[config.mk]
export PLATFORM = sky130hd
export DESIGN_NAME = cntr_gen
export DESIGN_NICKNAME = d
export VERILOG_FILES = /design/src/rtl/cntr_gen.sv
export SDC_FILE = /design/constraint.sdc
export NUM_CORES = 1
export LEC_CHECK = 0
export ABC_AREA = 1
export CAP_MARGIN = 10
export CELL_PAD_IN_SITES_DETAIL_PLACEMENT = 2
export CELL_PAD_IN_SITES_GLOBAL_PLACEMENT = 2
export CORE_MARGIN = 2
export CORE_UTILIZATION = 30
export CTS_CLUSTER_SIZE = 30
export DETAILED_ROUTE_END_ITERATION = 10
export GPL_TIMING_DRIVEN = 0
export PLACE_DENSITY_LB_ADDON = 0.1
export SETUP_SLACK_MARGIN = 0.15
export SYNTH_ARGS = -nofsm -noshare
export SYNTH_HDL_FRONTEND = slang
export SYNTH_SLANG_ARGS = --single-unit
[constraint.sdc]
create_clock -name clk -period 2.56 [get_ports clk]
set_clock_uncertainty 0.05 [all_clocks]
set_input_delay 0.512 -clock clk [delete_from_list [all_inputs] [get_ports clk]]
set_output_delay 0.512 -clock clk [all_outputs]
set_load 0.01 [all_outputs]
[src/rtl/cntr_gen.sv]
// cntr_gen: parametrised up/down counter with wrap, saturate and auto-reload modes.
// Optional prescaler is enabled by defining CNTR_PRESCALE_EN.
module cntr_gen #(
  parameter int unsigned   W       = 16,
  parameter logic [W-1:0]  RST_VAL = '0,
  parameter int unsigned   PRESC   = 4
) (
  input  logic         clk,
  input  logic         rst,
  input  logic [W-1:0] din,
  input  logic         ld,
  input  logic         inc,
  input  logic         dec,
  input  logic [1:0]   mode,
  output logic [W-1:0] dout,
  output logic         zero,
  output logic         tc,
  output logic         ovf
);

  typedef enum logic [1:0] {
    MODE_WRAP   = 2'b00,
    MODE_SAT    = 2'b01,
    MODE_RELOAD = 2'b10,
    MODE_RSVD   = 2'b11
  } mode_e;

  localparam logic [W-1:0] MAX_VAL = '1;

  if (W < 2 || W > 32) begin : g_bad_width
    $error("cntr_gen: W must lie in 2..32");
  end
  if (PRESC < 2 || PRESC > 256) begin : g_bad_presc
    $error("cntr_gen: PRESC must lie in 2..256");
  end

  logic [W-1:0] dout_q, dout_d;
  logic [W-1:0] rld_q, rld_d;
  logic         tc_q, tc_d;
  logic         ovf_q, ovf_d;
  logic         step_req;
  logic         step_en;
  logic         at_max;
  logic         at_min;
  mode_e        mode_sel;

  // A step is requested only when exactly one direction is asserted and no load.
  assign step_req = ~ld & (inc ^ dec);
  assign at_max   = (dout_q == MAX_VAL);
  assign at_min   = (dout_q == '0);
  assign mode_sel = mode_e'(mode);

`ifdef CNTR_PRESCALE_EN
  localparam int unsigned     PW         = (PRESC > 2) ? $clog2(PRESC) : 1;
  localparam logic [PW-1:0]   PRESC_LAST = PW'(PRESC - 1);

  logic [PW-1:0] presc_q, presc_d;

  always_comb begin
    presc_d = presc_q;
    step_en = 1'b0;
    if (ld) begin
      presc_d = '0;
    end else if (step_req) begin
      if (presc_q == PRESC_LAST) begin
        presc_d = '0;
        step_en = 1'b1;
      end else begin
        presc_d = presc_q + 1'b1;
      end
    end
  end

  always_ff @(posedge clk) begin
    if (rst) begin
      presc_q <= '0;
    end else begin
      presc_q <= presc_d;
    end
  end
`else
  assign step_en = step_req;
`endif

  always_comb begin
    dout_d = dout_q;
    rld_d  = rld_q;
    tc_d   = 1'b0;
    ovf_d  = 1'b0;
    if (ld) begin
      dout_d = din;
      rld_d  = din;
    end else if (step_en) begin
      if (inc) begin
        if (!at_max) begin
          dout_d = dout_q + 1'b1;
        end else begin
          ovf_d = 1'b1;
          case (mode_sel)
            MODE_SAT, MODE_RSVD: dout_d = MAX_VAL;
            default:             dout_d = '0;
          endcase
        end
      end else begin
        if (!at_min) begin
          dout_d = dout_q - 1'b1;
        end else begin
          tc_d = 1'b1;
          case (mode_sel)
            MODE_WRAP:   dout_d = MAX_VAL;
            MODE_RELOAD: dout_d = rld_q;
            default:     dout_d = '0;
          endcase
        end
      end
    end
  end

  always_ff @(posedge clk) begin
    if (rst) begin
      dout_q <= RST_VAL;
      rld_q  <= RST_VAL;
      tc_q   <= 1'b0;
      ovf_q  <= 1'b0;
    end else begin
      dout_q <= dout_d;
      rld_q  <= rld_d;
      tc_q   <= tc_d;
      ovf_q  <= ovf_d;
    end
  end

  assign dout = dout_q;
  assign zero = at_min;
  assign tc   = tc_q;
  assign ovf  = ovf_q;

endmodule

==> reports/metrics.yaml <==
crit_fanout: 7
stdcell_count: 629
crit_chain: "inv_2 -> ha_1 -> inv_1 -> nor2_2 -> nand2_1 -> nor2_1 -> nand2_1 -> inv_4 -> clkbuf_2"
max_freq_mhz: 448.5
holdCritPathClass: "reg -> reg"
swShare: 0.3945
slew_headroom: 0.5355
grt_pass1_wl_microns: 19470
cts_buffers: 5
dp.cells: 620
grt_remaining_overflow: 0
crit_type: "reg -> out"
maxCapViolCount: 0
critPathLaunchType: "flop"
cts_tree: "done"
area_delta_synth_final_pct: 23.01
drive_above_1_share: 0.08061
outcome: "finished, final reports clean"
syn_inst: 474
ys_ff_latch: 34
p_comb_frac: 0.361
synth_edf_count: 0
end_kind: "primary output"
worst_slack_ns: 0.3303
synth_area_leaders: "dfxtp_1 25%, nand2_1 21%, nand3_1 11%"
grt_pass1_vias: 3604
dp_hpwl_microns: 9104
crit_top_cell: "nand2_1"
drtIter0Drc: 118
rows: 34
clock-sinks: 34
avgSynthCellArea_sq_um: 5.712
yosysUniqueCellTypes: 27
synth_area_sq_um: 2708
initial_utilization: 0.3105
io_pins: 42
cp.required_ns: 2.00
drt-vias-per-instance: 5.235
clock_latency_ns: 0.30
vias: 3293
die_y_microns: 99
crit_buf_inv: 4
p_sw_mw: 0.6498
clock_path_buffers: 2
finalSetupViolCount: 0
antenna_found_initial: 0
arrival_ns: 1.67
finalCritPeriodShare: 0.8710
core_sq_um: 8721
worst_pin_slew_ns: 0.6968
synthTopCellsByCount: "148 x nand2_1, 61 x nand3_1, 57 x inv_1"
power.leakage_nw: 1.525
vdd_drop_max_uv: 173.4
finalHoldViolations: 0
cts_root_buf: "clkbuf_8"
total_power_mw: 1.647
max_stage_delay_ns: 0.38
async_reset_ff_frac: 0
cts_hold_buf: 0
timing.hold.ws_ns: 0.4248
syn_nets: 500
synth-seq-area-share: 0.2514
power_frac_seq: 0.371
nets: 546
cts.clk_slew.worst_paths_ns: 0.08
drc: 0
synthFlopType: "dfxtp_1"
gp_routability_congestion: 0.8808
synth_top_cell_by_area: "dfxtp_1"
yosysMostFrequentCell: "nand2_1"
finalWirelength_microns: 12050
grt_max_degree: 11
maxSlewViolCount: 0
htreeDepth: 2
p_int_mw: 0.9975
period_minus_slack_ns: 2.230
place_ws_ns: -0.04968
die-area_sq_um: 9801
p_clk_frac: 0.268
grt_usage: 0.2576
slowest_stage: "dfxtp_4"
rsz0062_at_grt: "false"
cpLargestDelayFamily: "simple AND/OR/NAND/NOR gates"
powerDensity_nw_per_um2: 494.6
synth_top_area_share: 0.2514
diodes: 0
port_buffers: 38
yosysWarnings: 0
firstDrtPassIters: 4
die_width_microns: 99
wl_per_cell_microns: 19.16
antenna_left: 0
[sequential cells by signal, summed over array words and instances, names as in the netlist]
| name | flops |
|---|---|
| rld_q | 16 |
| dout | 16 |
| tc | 1 |
| ovf | 1 |
[routing by layer]
metal  wire length, microns  up-vias  track usage
li1                       -     1607            -
met1                   5510     1610       0.3381
met2                   6017       64       0.4584
met3                    363       12      0.02411
met4                    158        0      0.05374
met5                      0        -            0
[cell usage in the layout, fill, tap and decap left out]
cell type and count:
clkbuf_8 6, nor2_4 1, inv_2 1, a21oi_1 29, dfxtp_4 1, buf_2 9
nor4_1 2, a21oi_2 4, nor2_2 6, inv_1 55, nand2_1 148, dfxtp_1 32
nand2_2 1, nand4_1 3, nor3_4 1, clkinv_2 1, nand3_1 61, buf_4 1
xor2_1 8, nand3_4 1, nor2_1 47, or2_2 1, clkbuf_1 13, nor3_1 2
xnor2_1 1, buf_6 2, o211ai_1 1, ha_1 3, clkbuf_2 3, o21ai_0 27
inv_4 1, o22ai_1 10, nand4_4 1, dfxtp_2 1, clkdlybuf4s50_1 37
[worst paths after layout]
| kind | start | to | slack, ns | depth (start not counted) |
|---|---|---|---|---|
| max | dout[0] | zero | 0.33 | 9 |
| min | rld_q[4] | rld_q[4] | 0.42 | 2 |
| max reg2reg | dout[0] | dout[14] | 0.47 | 10 |
| min reg2reg | rld_q[4] | rld_q[4] | 0.42 | 2 |
[worst register-to-register path, delay by kind of cell, from the launching register on]
kind	cells	cell delay, ns
and+or+nand+nor	7	1.05
DFF	1	0.40
adders and majority gates	1	0.24
buffers and inverters	1	0.17
AOI/OAI and AO/OA	1	0.12
[cell families (layout without fill, tap and decap cells)]
| group | count (synthesis) | count (layout) | synth area share |
|---|---|---|---|
| buffers and inverters | 82 | 129 | 0.1238 |
| DFF | 34 | 34 | 0.2514 |
| adders and majority gates | 3 | 3 | 0.01386 |
| AOI/OAI and AO/OA | 71 | 71 | 0.1423 |
| and+or+nand+nor | 275 | 275 | 0.4395 |
| xor gates and xnor gates | 9 | 9 | 0.02911 |
[stage by stage]
step	instance area, sq um	TNS, ns	util
floorplan	2708	0	-
global placement	3223	0	0.3696
detailed placement	3223	-0.1456	0.3696
CTS	3324	0	0.3812
global route	3331	0	0.3819
finish	3331	0	0.3819
[power by group through the flow]
stage	logic, mW	clock network [mW]	registers, mW
6_report	0.595	0.442	0.610
5_1_grt	0.667	0.472	0.618
4_1_cts	0.594	0.455	0.611
3_5_place_dp	0.584	0	0.622
3_3_place_gp	0.560	0	0.619
2_1_floorplan	0.356	0	0.618
[layout make-up]
type	count	area (sq um)
Tap cell	108	135.1
Buffer	25	122.6
Fill cell	1127	5390
Sequential cell	34	685.7
Timing Repair Buffer	39	382.9
Inverter	57	216.5
Multi-Input combinational cell	358	1697
Clock inverter	1	5.005
Clock buffer	7	86.33
[timing repair]
action / 4_1_cts / 5_1_grt
resized for setup: 5 / 8
setup buffers: 1 / 0
endpoints found under the setup margin: 1 / 2
Power figures use the tool's default switching activity.
